--- src/rtl/gol_pkg.sv ---
// Shared constants, types and palette for the Game of Life display path.
package gol_pkg;

  localparam int GRID_W    = 256;
  localparam int GRID_H    = 256;
  localparam int SPECIES_W = 4;
  localparam int COL_W     = 8;

  typedef logic [SPECIES_W-1:0] species_t;
  typedef logic [23:0]          rgb_t;

  localparam rgb_t PAL_0       = 24'h000000;
  localparam rgb_t PAL_1       = 24'hFF0000;
  localparam rgb_t PAL_2       = 24'h00FF00;
  localparam rgb_t PAL_3       = 24'h0000FF;
  localparam rgb_t PAL_4       = 24'hFFFF00;
  localparam rgb_t PAL_5       = 24'h00FFFF;
  localparam rgb_t PAL_6       = 24'hFF00FF;
  localparam rgb_t PAL_7       = 24'hFFFFFF;
  localparam rgb_t PAL_INVALID = 24'h808080;
  localparam rgb_t PAL_BORDER  = 24'h202020;
  localparam rgb_t PAL_GRID    = 24'h404040;

  typedef enum logic [1:0] {
    ST_IDLE,
    ST_FETCH,
    ST_DRAIN
  } fetch_state_t;

  // Species codes 8..15 are not produced by a healthy engine; show them grey.
  function automatic rgb_t species_colour(input species_t s);
    rgb_t c;
    case (s)
      4'd0:    c = PAL_0;
      4'd1:    c = PAL_1;
      4'd2:    c = PAL_2;
      4'd3:    c = PAL_3;
      4'd4:    c = PAL_4;
      4'd5:    c = PAL_5;
      4'd6:    c = PAL_6;
      4'd7:    c = PAL_7;
      default: c = PAL_INVALID;
    endcase
    return c;
  endfunction

endpackage

--- src/rtl/gol_line_buffer.sv ---
// One grid row of species codes; single write port, registered read port.
module gol_line_buffer
  import gol_pkg::*;
(
  input  logic             clk,
  input  logic             wr_en,
  input  logic [COL_W-1:0] wr_addr,
  input  species_t         wr_data,
  input  logic [COL_W-1:0] rd_addr,
  output species_t         rd_data
);

  species_t mem [GRID_W];

  // No reset on the storage so the array maps onto RAM primitives.
  always_ff @(posedge clk) begin
    if (wr_en) begin
      mem[wr_addr] <= wr_data;
    end
    rd_data <= mem[rd_addr];
  end

endmodule

--- src/rtl/gol_display_reader.sv ---
// Display-side reader: prefetches one grid row per line during hblank and emits
// upscaled RGB video. Define GOL_GRID_LINES_EN for the cell-grid overlay.
module gol_display_reader
  import gol_pkg::*;
#(
  parameter int H_ACTIVE   = 1280,
  parameter int V_ACTIVE   = 720,
  parameter int V_TOTAL    = 750,
  parameter int SCALE_LOG2 = 1,
  parameter int X_OFF      = 384,
  parameter int Y_OFF      = 104
) (
  input  logic        clk,
  input  logic        rst,
  input  logic [11:0] hcount,
  input  logic [11:0] vcount,
  input  logic        de_in,
  input  logic        hsync_in,
  input  logic        vsync_in,
  input  logic        ram_select,
  input  logic        init_done,
  input  logic [3:0]  dout_bank0,
  input  logic [3:0]  dout_bank1,
  output logic [15:0] rd_addr,
  output logic [23:0] rgb,
  output logic        de_out,
  output logic        hsync_out,
  output logic        vsync_out,
  output logic        video_sof
);

  localparam logic [11:0] X_START   = 12'(X_OFF);
  localparam logic [11:0] X_END     = 12'(X_OFF + (GRID_W << SCALE_LOG2));
  localparam logic [11:0] Y_START   = 12'(Y_OFF);
  localparam logic [11:0] Y_END     = 12'(Y_OFF + (GRID_H << SCALE_LOG2));
  localparam logic [11:0] SUB_MASK  = 12'((1 << SCALE_LOG2) - 1);
  localparam logic [11:0] LAST_LINE = 12'(V_TOTAL - 1);
  localparam logic [11:0] H_TRIG    = 12'(H_ACTIVE);
  localparam logic [11:0] V_SOF     = 12'(V_ACTIVE);

  fetch_state_t     state;
  logic             disp_bank;
  logic             wr_en_q;
  logic [COL_W-1:0] wr_idx_q;
  logic [11:0]      target_line;
  logic             trigger;
  logic             fetch_go;
  logic [7:0]       fetch_row;
  species_t         bank_data;

  assign target_line = (vcount == LAST_LINE) ? 12'd0 : vcount + 12'd1;
  assign trigger     = (hcount == H_TRIG);
  assign fetch_go    = trigger
                     && (target_line >= Y_START) && (target_line < Y_END)
                     && (((target_line - Y_START) & SUB_MASK) == 12'd0);
  assign fetch_row   = 8'((target_line - Y_START) >> SCALE_LOG2);
  assign bank_data   = disp_bank ? dout_bank1 : dout_bank0;

  // Prefetch FSM. rd_addr doubles as the column counter; the write side trails
  // it by one cycle to absorb the bank RAM read latency, hence the DRAIN state.
  always_ff @(posedge clk) begin
    if (rst) begin
      state     <= ST_IDLE;
      rd_addr   <= '0;
      wr_en_q   <= 1'b0;
      wr_idx_q  <= '0;
      disp_bank <= 1'b0;
    end else begin
      wr_en_q  <= (state == ST_FETCH);
      wr_idx_q <= rd_addr[COL_W-1:0];
      if (trigger && (target_line == 12'd0)) begin
        disp_bank <= ram_select;
      end
      case (state)
        ST_IDLE: begin
          if (fetch_go) begin
            rd_addr <= {fetch_row, 8'h00};
            state   <= ST_FETCH;
          end
        end
        ST_FETCH: begin
          if (rd_addr[COL_W-1:0] == 8'hFF) begin
            state <= ST_DRAIN;
          end else begin
            rd_addr <= rd_addr + 16'd1;
          end
        end
        ST_DRAIN: state <= ST_IDLE;
        default:  state <= ST_IDLE;
      endcase
    end
  end

  logic             in_col;
  logic             in_row;
  logic [COL_W-1:0] lb_raddr;
  species_t         cell_s1;

  assign in_col   = (hcount >= X_START) && (hcount < X_END);
  assign in_row   = (vcount >= Y_START) && (vcount < Y_END);
  assign lb_raddr = 8'((hcount - X_START) >> SCALE_LOG2);

  gol_line_buffer u_line_buffer (
    .clk     (clk),
    .wr_en   (wr_en_q),
    .wr_addr (wr_idx_q),
    .wr_data (bank_data),
    .rd_addr (lb_raddr),
    .rd_data (cell_s1)
  );

`ifdef GOL_GRID_LINES_EN
  logic grid_line_s0;
  logic grid_line_s1;

  if (SCALE_LOG2 >= 2) begin : g_overlay
    assign grid_line_s0 = (((hcount - X_START) & SUB_MASK) == 12'd0)
                       || (((vcount - Y_START) & SUB_MASK) == 12'd0);
  end else begin : g_no_overlay
    assign grid_line_s0 = 1'b0;
  end

  always_ff @(posedge clk) begin
    if (rst) begin
      grid_line_s1 <= 1'b0;
    end else begin
      grid_line_s1 <= grid_line_s0;
    end
  end
`endif

  logic de_s1;
  logic hs_s1;
  logic vs_s1;
  logic in_grid_s1;
  logic init_s1;
  rgb_t pix_colour;

  // Stage 1 runs alongside the line-buffer read so the flags meet the cell data.
  always_ff @(posedge clk) begin
    if (rst) begin
      de_s1      <= 1'b0;
      hs_s1      <= 1'b0;
      vs_s1      <= 1'b0;
      in_grid_s1 <= 1'b0;
      init_s1    <= 1'b0;
    end else begin
      de_s1      <= de_in;
      hs_s1      <= hsync_in;
      vs_s1      <= vsync_in;
      in_grid_s1 <= in_col && in_row;
      init_s1    <= init_done;
    end
  end

  // Later assignments win: blanking beats init, init beats border, border beats palette.
  always_comb begin
    pix_colour = species_colour(cell_s1);
`ifdef GOL_GRID_LINES_EN
    if (grid_line_s1) begin
      pix_colour = PAL_GRID;
    end
`endif
    if (!in_grid_s1) begin
      pix_colour = PAL_BORDER;
    end
    if (!de_s1 || !init_s1) begin
      pix_colour = PAL_0;
    end
  end

  always_ff @(posedge clk) begin
    if (rst) begin
      rgb       <= '0;
      de_out    <= 1'b0;
      hsync_out <= 1'b0;
      vsync_out <= 1'b0;
      video_sof <= 1'b0;
    end else begin
      rgb       <= pix_colour;
      de_out    <= de_s1;
      hsync_out <= hs_s1;
      vsync_out <= vs_s1;
      video_sof <= (hcount == 12'd0) && (vcount == V_SOF);
    end
  end

endmodule

--- config.mk ---
export PLATFORM = sky130hd
export DESIGN_NAME = gol_display_reader
export DESIGN_NICKNAME = d
export VERILOG_FILES = /design/src/rtl/gol_pkg.sv /design/src/rtl/gol_line_buffer.sv /design/src/rtl/gol_display_reader.sv
export SDC_FILE = /design/constraint.sdc
export NUM_CORES = 1
export LEC_CHECK = 0
export BUFFER_PORTS_ARGS = -buffer_cell sky130_fd_sc_hd__buf_2
export CAP_MARGIN = 20
export CELL_PAD_IN_SITES_DETAIL_PLACEMENT = 1
export CELL_PAD_IN_SITES_GLOBAL_PLACEMENT = 1
export CORE_MARGIN = 4
export CORE_UTILIZATION = 54
export CTS_CLUSTER_DIAMETER = 50
export DETAILED_ROUTE_END_ITERATION = 10
export GPL_ROUTABILITY_DRIVEN = 0
export PLACE_DENSITY_LB_ADDON = 0.1
export SETUP_SLACK_MARGIN = 0.4
export SLEW_MARGIN = 20
export SYNTH_ARGS = -nofsm -noshare
export SYNTH_HDL_FRONTEND = slang
export SYNTH_HIERARCHICAL = 1
export SYNTH_SLANG_ARGS = --single-unit
--- constraint.sdc ---
create_clock -name clk -period 3.9 [get_ports clk]
set_clock_uncertainty 0.15 [all_clocks]
set_input_delay 0.78 -clock clk [delete_from_list [all_inputs] [get_ports clk]]
set_output_delay 0.78 -clock clk [all_outputs]
set_load 0.005 [all_outputs]
==> metrics.yaml, run 1 <==
yosys:
  syn-cell-area_um2: 43300
  ys_ff_latch: 1074
  yosysWarnings: 6
  ys.flop_type: "edfxtp_1"
  synth_edf_count: 1024
  syn_area_per_cell_um2: 18.4
  postSynth.asyncResetShare_pct: 0
  yosysTopAreaCellShare_pct: 71.0
  yosys.cell_types.count: 75
  synth-seq-area-share_pct: 73.3
  syn_inst: 2353
  synth_nets: 2397
  synth_largest_area_cell: "edfxtp_1"
  synth_area_leaders: "edfxtp_1, mux4_2, nor2_1, dfxtp_1, mux2i_1"
route:
  routedWlPerCell_um: 30.7
  drtIter0Drc: 2420
  viasPerCell: 6.27
  drt_pre_antenna_iters: 6
  wl_mm: 112
  via_count: 22900
  drc_errors: 0
  ant_nets: 0
worst_setup_path:
  cp_cell_sequence: "buf_8 > nand2b_1 > o221ai_1 > o22ai_1 > a21oi_1 > o211ai_1 > o211ai_1"
  critical_path.max_fanout: 80
  crit_top_cell: "o211ai_1"
  rr_worst_depth: 2
  worst-path-stages: 7
  crit_arrival_ns: 3.39
  regToRegSetupSlack_ns: 1.07
  reg2reg_from: "wr_en_q$_SDFF_PP0_"
  crit_slowest_cell: "nand2b_1"
  critPathKind: "in -> reg"
  startpoint_type: "primary input"
  path_delay_family: "compound AO/OA/AOI/OAI gates"
  cp.required_ns: 4.25
  max_stage_delay_ns: 0.60
  cp-end-kind: "flip-flop"
  reg2reg_to: "u_line_buffer/mem[157][0]$_DFFE_PP_"
  worst-path-buf-inv: 1
  timing.critical_path.to: "u_line_buffer/rd_data[0]$_DFF_P_"
  cp-startpoint: "hcount[2]"
cts:
  cts.sink_count: 1074
  root_buffer: "clkbuf_16"
  cts_buffers: 118
  post_cts_buffers: 0
  cts.reportedPaths.clkPinSlew_ns: 0.06
  tritoncts: "done"
  clock_latency_ns: 0.66
  hold_buffers: 0
  cts_buffer_depth: 3
  htree_levels: 3
  cts.repair.resized: 0
grt:
  grt_pass1_wl_mm: 168
  grt-ovfl-total: 0
  grt_max_degree: 118
  first_global_vias: 24700
  antenna_found_initial: 1
  grtUsageTotal_pct: 26.8
sta:
  drv_slew: 0
  slew_headroom_pct: 30.9
  min_period_ns: 3.04
  fmax_mhz: 329
  grt_setup_unrepaired: "false"
  worst_pin_slew_ns: 1.04
  finalSetupViolCount: 0
  finalHoldViolCount: 0
  whs_ns: 0.178
  finalCritPeriodShare_pct: 78.0
place:
  io_buffers: 82
  hpwl_mm: 72.0
  dp_cells: 3427
  place_area_um2: 45200
pwr:
  pwr-share-seq_pct: 50.1
  comb_power_share_pct: 4.8
  swShare_pct: 21.0
  clockPowerShare_pct: 45.1
  total_power_w: 0.0252
  vdd_drop_max_uv: 436
  p_int_w: 0.0199
  p_sw_w: 0.00531
  leakage_nw: 15.7
  power_density_nw_per_um2: 513
final_layout:
  seqCellArea_um2: 31800
  layout.nets: 2541
  design_area_um2: 49200
  multi_input_area_um2: 10700
  stdcell_count: 3650
  final_cell_mix: "edfxtp_1, nor2_1, mux4_2"
  fillCellCount: 6681
  final_common_cell: "edfxtp_1"
  area_growth_pct: 13.7
  antenna-diode-count: 0
  drive_gt1_share_pct: 24.7
run:
  cap_violations: 0
floorplan:
  die_w_um: 291
  start_util_pct: 54.6
  die-area_um2: 84800
  fp.dieH_um: 291
  rows: 103
  io-pin-count: 83
  coreArea_um2: 79300
outcome:
  status: "finished, final reports clean"
worst_hold_path:
  min_path_type: "in -> reg"
  min_from: "hsync_in"
## power groups by stage
stage	logic [W]	registers [W]	clock network (W)
4_1_cts	0.00122	0.0127	0.0115
3_5_place_dp	0.00121	0.0129	0
3_3_place_gp	0.00118	0.0129	0
2_1_floorplan	0.000751	0.0129	0
6_report	0.00121	0.0127	0.0114
5_1_grt	0.00129	0.0126	0.0121
## through the flow
| step | setup WS, ns | util [%] | TNS [ns] |
|---|---|---|---|
| floorplan | 0.582 | - | 0 |
| global placement | -0.238 | 57.0 | -0.393 |
| detailed placement | 0.244 | 57.1 | 0 |
| CTS | 0.911 | 62.1 | 0 |
| global route | 0.814 | 62.1 | 0 |
| finish | 0.858 | 62.1 | 0 |
## cell type report
| cell class | count | area share, % |
|---|---|---|
| flip-flops and latches | 1074 | 64.5 |
| multi-input cells | 1112 | 21.7 |
| clock buffers | 143 | 6.32 |
| repair buffers | 179 | 2.87 |
| well taps | 1050 | 2.67 |
| clock inverters | 80 | 1.83 |
| inverters | 12 | 0.0915 |
## state kept, by name, summed over array words and instances (netlist names)
name,flops
u_line_buffer/mem,1024
rd_addr,16
rgb,9
wr_idx_q,8
u_line_buffer/rd_data,4
state,2
de_out,1
de_s1,1
disp_bank,1
hs_s1,1
hsync_out,1
in_grid_s1,1
init_s1,1
video_sof,1
vs_s1,1
vsync_out,1
wr_en_q,1
## cell families after synthesis
| family | share of synthesized area (%) |
|---|---|
| mux | 15.0 |
| buf+inv | 2.13 |
| xor+xnor | 0.405 |
| fa+ha+maj | 0.168 |
| flops | 73.3 |
| simple gates | 6.15 |
| compound gates | 2.86 |
## Yosys cell counts, types with 9 or more instances
cell type,number
a2111oi_0,9
o22ai_1,11
nand4_1,22
a31oi_1,10
mux2i_1,69
buf_1,10
a21oi_1,21
nand3_1,55
mux4_2,250
nor3_1,22
buf_2,22
nand2_1,76
edfxtp_1,1024
o21ai_0,20
clkbuf_1,73
inv_1,11
nor4_1,13
nor2_1,311
a22oi_1,32
xnor2_1,11
nor2b_1,44
buf_4,29
xor2_1,9
buf_6,21
mux2_2,10
nand2b_1,15
o211ai_1,15
dfxtp_1,50
## worst min-delay path by stage
| stage | endpoint | cells past startpoint |
|---|---|---|
| floorplan | hsync_out$_SDFF_PP0_ | 1 |
| global placement | vsync_out$_SDFF_PP0_ | 1 |
| detailed placement | hsync_out$_SDFF_PP0_ | 1 |
| CTS | hs_s1$_SDFF_PP0_ | 2 |
| global route | de_s1$_SDFF_PP0_ | 2 |
| finish | hs_s1$_SDFF_PP0_ | 2 |
## layer usage
metal  global-route usage, %  share of wire, %  up-vias
met3                    6.65               7.9      189
met4                    7.65               2.8        4
met2                    44.5                50      871
met1                    35.6                39    12100
li1                        -                 -     9739
met5                   0.227             0.031        -
(Power assumes the default switching activity.)
==> inputs of run 2 (changes only) <==
- CORE_UTILIZATION: 54 -> 49
- clock period: 3.9 -> 2.7 ns (I/O delays scaled with it)
==> metrics.yaml, run 2 (synthesis results as in run 1) <==
pwr:
  vdd_drop_max_uv: 690  # was 436 µV
  total_power_w: 0.0366  # was 0.0252 W
  leakage_nw: 17.1  # was 15.7 nW
  power_density_nw_per_um2: 706  # was 513 nW/µm²
floorplan:
  rows: 108  # was 103
  die-area_um2: 93200  # was 84,800 µm²
  fp.dieH_um: 305  # was 291 µm
  io-pin-count: 83  # unchanged
  die_w_um: 305  # was 291 µm
  coreArea_um2: 87200  # was 79,300 µm²
  start_util_pct: 49.7  # was 54.6%
worst_setup_path:
  reg2reg_from: "u_line_buffer/mem[191][2]$_DFFE_PP_"  # was wr_en_q$_SDFF_PP0_
  crit_arrival_ns: 2.95  # was 3.39 ns
  cp-end-kind: "flip-flop"  # unchanged
  regToRegSetupSlack_ns: 0.28  # was 1.07 ns
  startpoint_type: "primary input"  # unchanged
  critPathKind: "in -> reg"  # unchanged
  critical_path.max_fanout: 9  # was 80
  cp.required_ns: 3.18  # was 4.25 ns
  cp-startpoint: "hcount[1]"  # was hcount[2]
sta:
  grt_setup_unrepaired: "true"  # was false
  drv_slew: 0  # unchanged
  setup-tns-final_ns: 0  # unchanged
  min_period_ns: 2.47
  slew_headroom_pct: 31.2  # was 30.9%
  worst_slack_ns: 0.232  # was 0.858 ns
  fmax_mhz: 405
  finalSetupViolCount: 0  # unchanged
  worst_pin_slew_ns: 1.03  # was 1.04 ns
  finalCritPeriodShare_pct: 91.4
  finalHoldViolCount: 0  # unchanged
place:
  dpl_worst_slack_ns: -0.758  # was 0.244 ns
  hpwl_mm: 77.1  # was 72.0 mm
  io_buffers: 82  # unchanged
  dp_cells: 3790  # was 3,427
cts:
  root_buffer: "clkbuf_16"  # unchanged
  cts.reportedPaths.clkPinSlew_ns: 0.07  # was 0.06 ns
  htree_levels: 3  # unchanged
  cts_buffers: 117  # was 118
  clock_latency_ns: 0.71  # was 0.66 ns
  tritoncts: "done"  # unchanged
  cts_buffer_depth: 3  # unchanged
  cts.sink_count: 1074  # unchanged
route:
  ant_nets: 0  # unchanged
  wl_met2_mm: 60.3  # was 56.4 mm
  wl_mm: 119  # was 112 mm
  viasPerCell: 6.00  # was 6.27
  via_count: 24200  # was 22,900
  wl_met3_mm: 8.01  # was 8.88 mm
  top_layer: "met4"  # was met5
  drtIter0Drc: 2262  # was 2,420
  drc_errors: 0  # unchanged
  routedWlPerCell_um: 29.5  # was 30.7 µm
  met1_length_mm: 47.8  # was 43.7 mm
  drt_pre_antenna_iters: 6  # unchanged
worst_hold_path:
  min_from: "hcount[10]"  # was hsync_in
  min_path_type: "in -> reg"  # unchanged
final_layout:
  largest_reg_flops: 1024  # unchanged
  antenna-diode-count: 0  # unchanged
  layout.nets: 2811  # was 2,541
  area_growth_pct: 19.7  # was 13.7%
  fin_util_pct: 59.5  # was 62.1%
  final_common_cell: "edfxtp_1"  # unchanged
  stdcell_count: 4023  # was 3,650
  final_cell_mix: "edfxtp_1, buf_4, nor2_1"  # was edfxtp_1, nor2_1, mux4_2
  reg_top3: "u_line_buffer/mem x1024, rd_addr x16, rgb x9"  # unchanged
  drive_gt1_share_pct: 33.5  # was 24.7%
  top_register: "u_line_buffer/mem"  # unchanged
  fillCellCount: 7609  # was 6,681
grt:
  antenna_found_initial: 1  # unchanged
  grt_pass1_wl_mm: 176  # was 168 mm
  first_global_vias: 26200  # was 24,700
  grt_max_degree: 95  # was 118
  grt-ovfl-total: 0  # unchanged
  grtUsageTotal_pct: 25.5  # was 26.8%
run:
  cap_violations: 0  # unchanged
outcome:
  status: "finished, final reports clean"  # unchanged
==> run 2: cell types whose count changed in the layout (fill, tap and decap cells not counted), sizes merged <==
cell,change
dlygate4sd3,+5
clkinv,+2
buf,+265
clkinvlp,+1
clkbuf,-5
==> run 2: report_power, final <==
part | internal, W | switching [W]
clock network | 0.00963 | 0.00666
registers | 0.0182 | 0.0000406
logic | 0.000877 | 0.00115
==> run 2: worst paths after layout <==
kind | end | cells past startpoint
worst max-delay path | u_line_buffer/rd_data[2]$_DFF_P_ | 10
worst min-delay path | video_sof$_SDFF_PP0_ | 4
worst max register to register | u_line_buffer/rd_data[2]$_DFF_P_ | 6
worst min register to register | vsync_out$_SDFF_PP0_ | 1
==> run 2: repair_timing <==
action	CTS	global route
setup buffers	6	1
gates resized for setup	44	33
pin swaps	10	12
hold endpoints to repair	5	0
hold buffers	5	0
setup endpoints to repair	152	467
cloned	0	1
==> run 2: metal layers <==
layer | up-vias | global-route usage (%)
met1 | 12900 | 35.1
met3 | 154 | 4.38
met5 | - | 0
li1 | 10300 | -
met2 | 847 | 43.3
met4 | 0 | 6.09
==> run 2: critical path, cell delays in order <==
cell       delay [ns]
buf_12           0.14
buf_12           0.16
buf_4            0.16
mux4_2           0.33
mux2i_1          0.09
buf_4            0.15
a2111oi_1        0.93
nor4_4           0.08
buf_4            0.20
o211ai_1         0.14
==> run 2: stage by stage <==
step,cell area [µm²],hold slack (ns)
after global placement,47500,0.271
after CTS,51700,0.00727
after floorplan,43500,0.264
after global routing,51800,0.0466
final,51800,0.0353
after detailed placement,47500,0.280
==> run 2: layout make-up <==
cell class | instances | area [µm²] | share of cell area (%)
Multi-Input combinational cell | 1112 | 11000 | 21.1
Tap cell | 1155 | 1450 | 2.79
Sequential cell | 1074 | 31800 | 61.3
Clock inverter | 83 | 948 | 1.83
Clock buffer | 137 | 3000 | 5.79
Inverter | 12 | 45.0 | 0.0869
Timing Repair Buffer | 450 | 3680 | 7.10
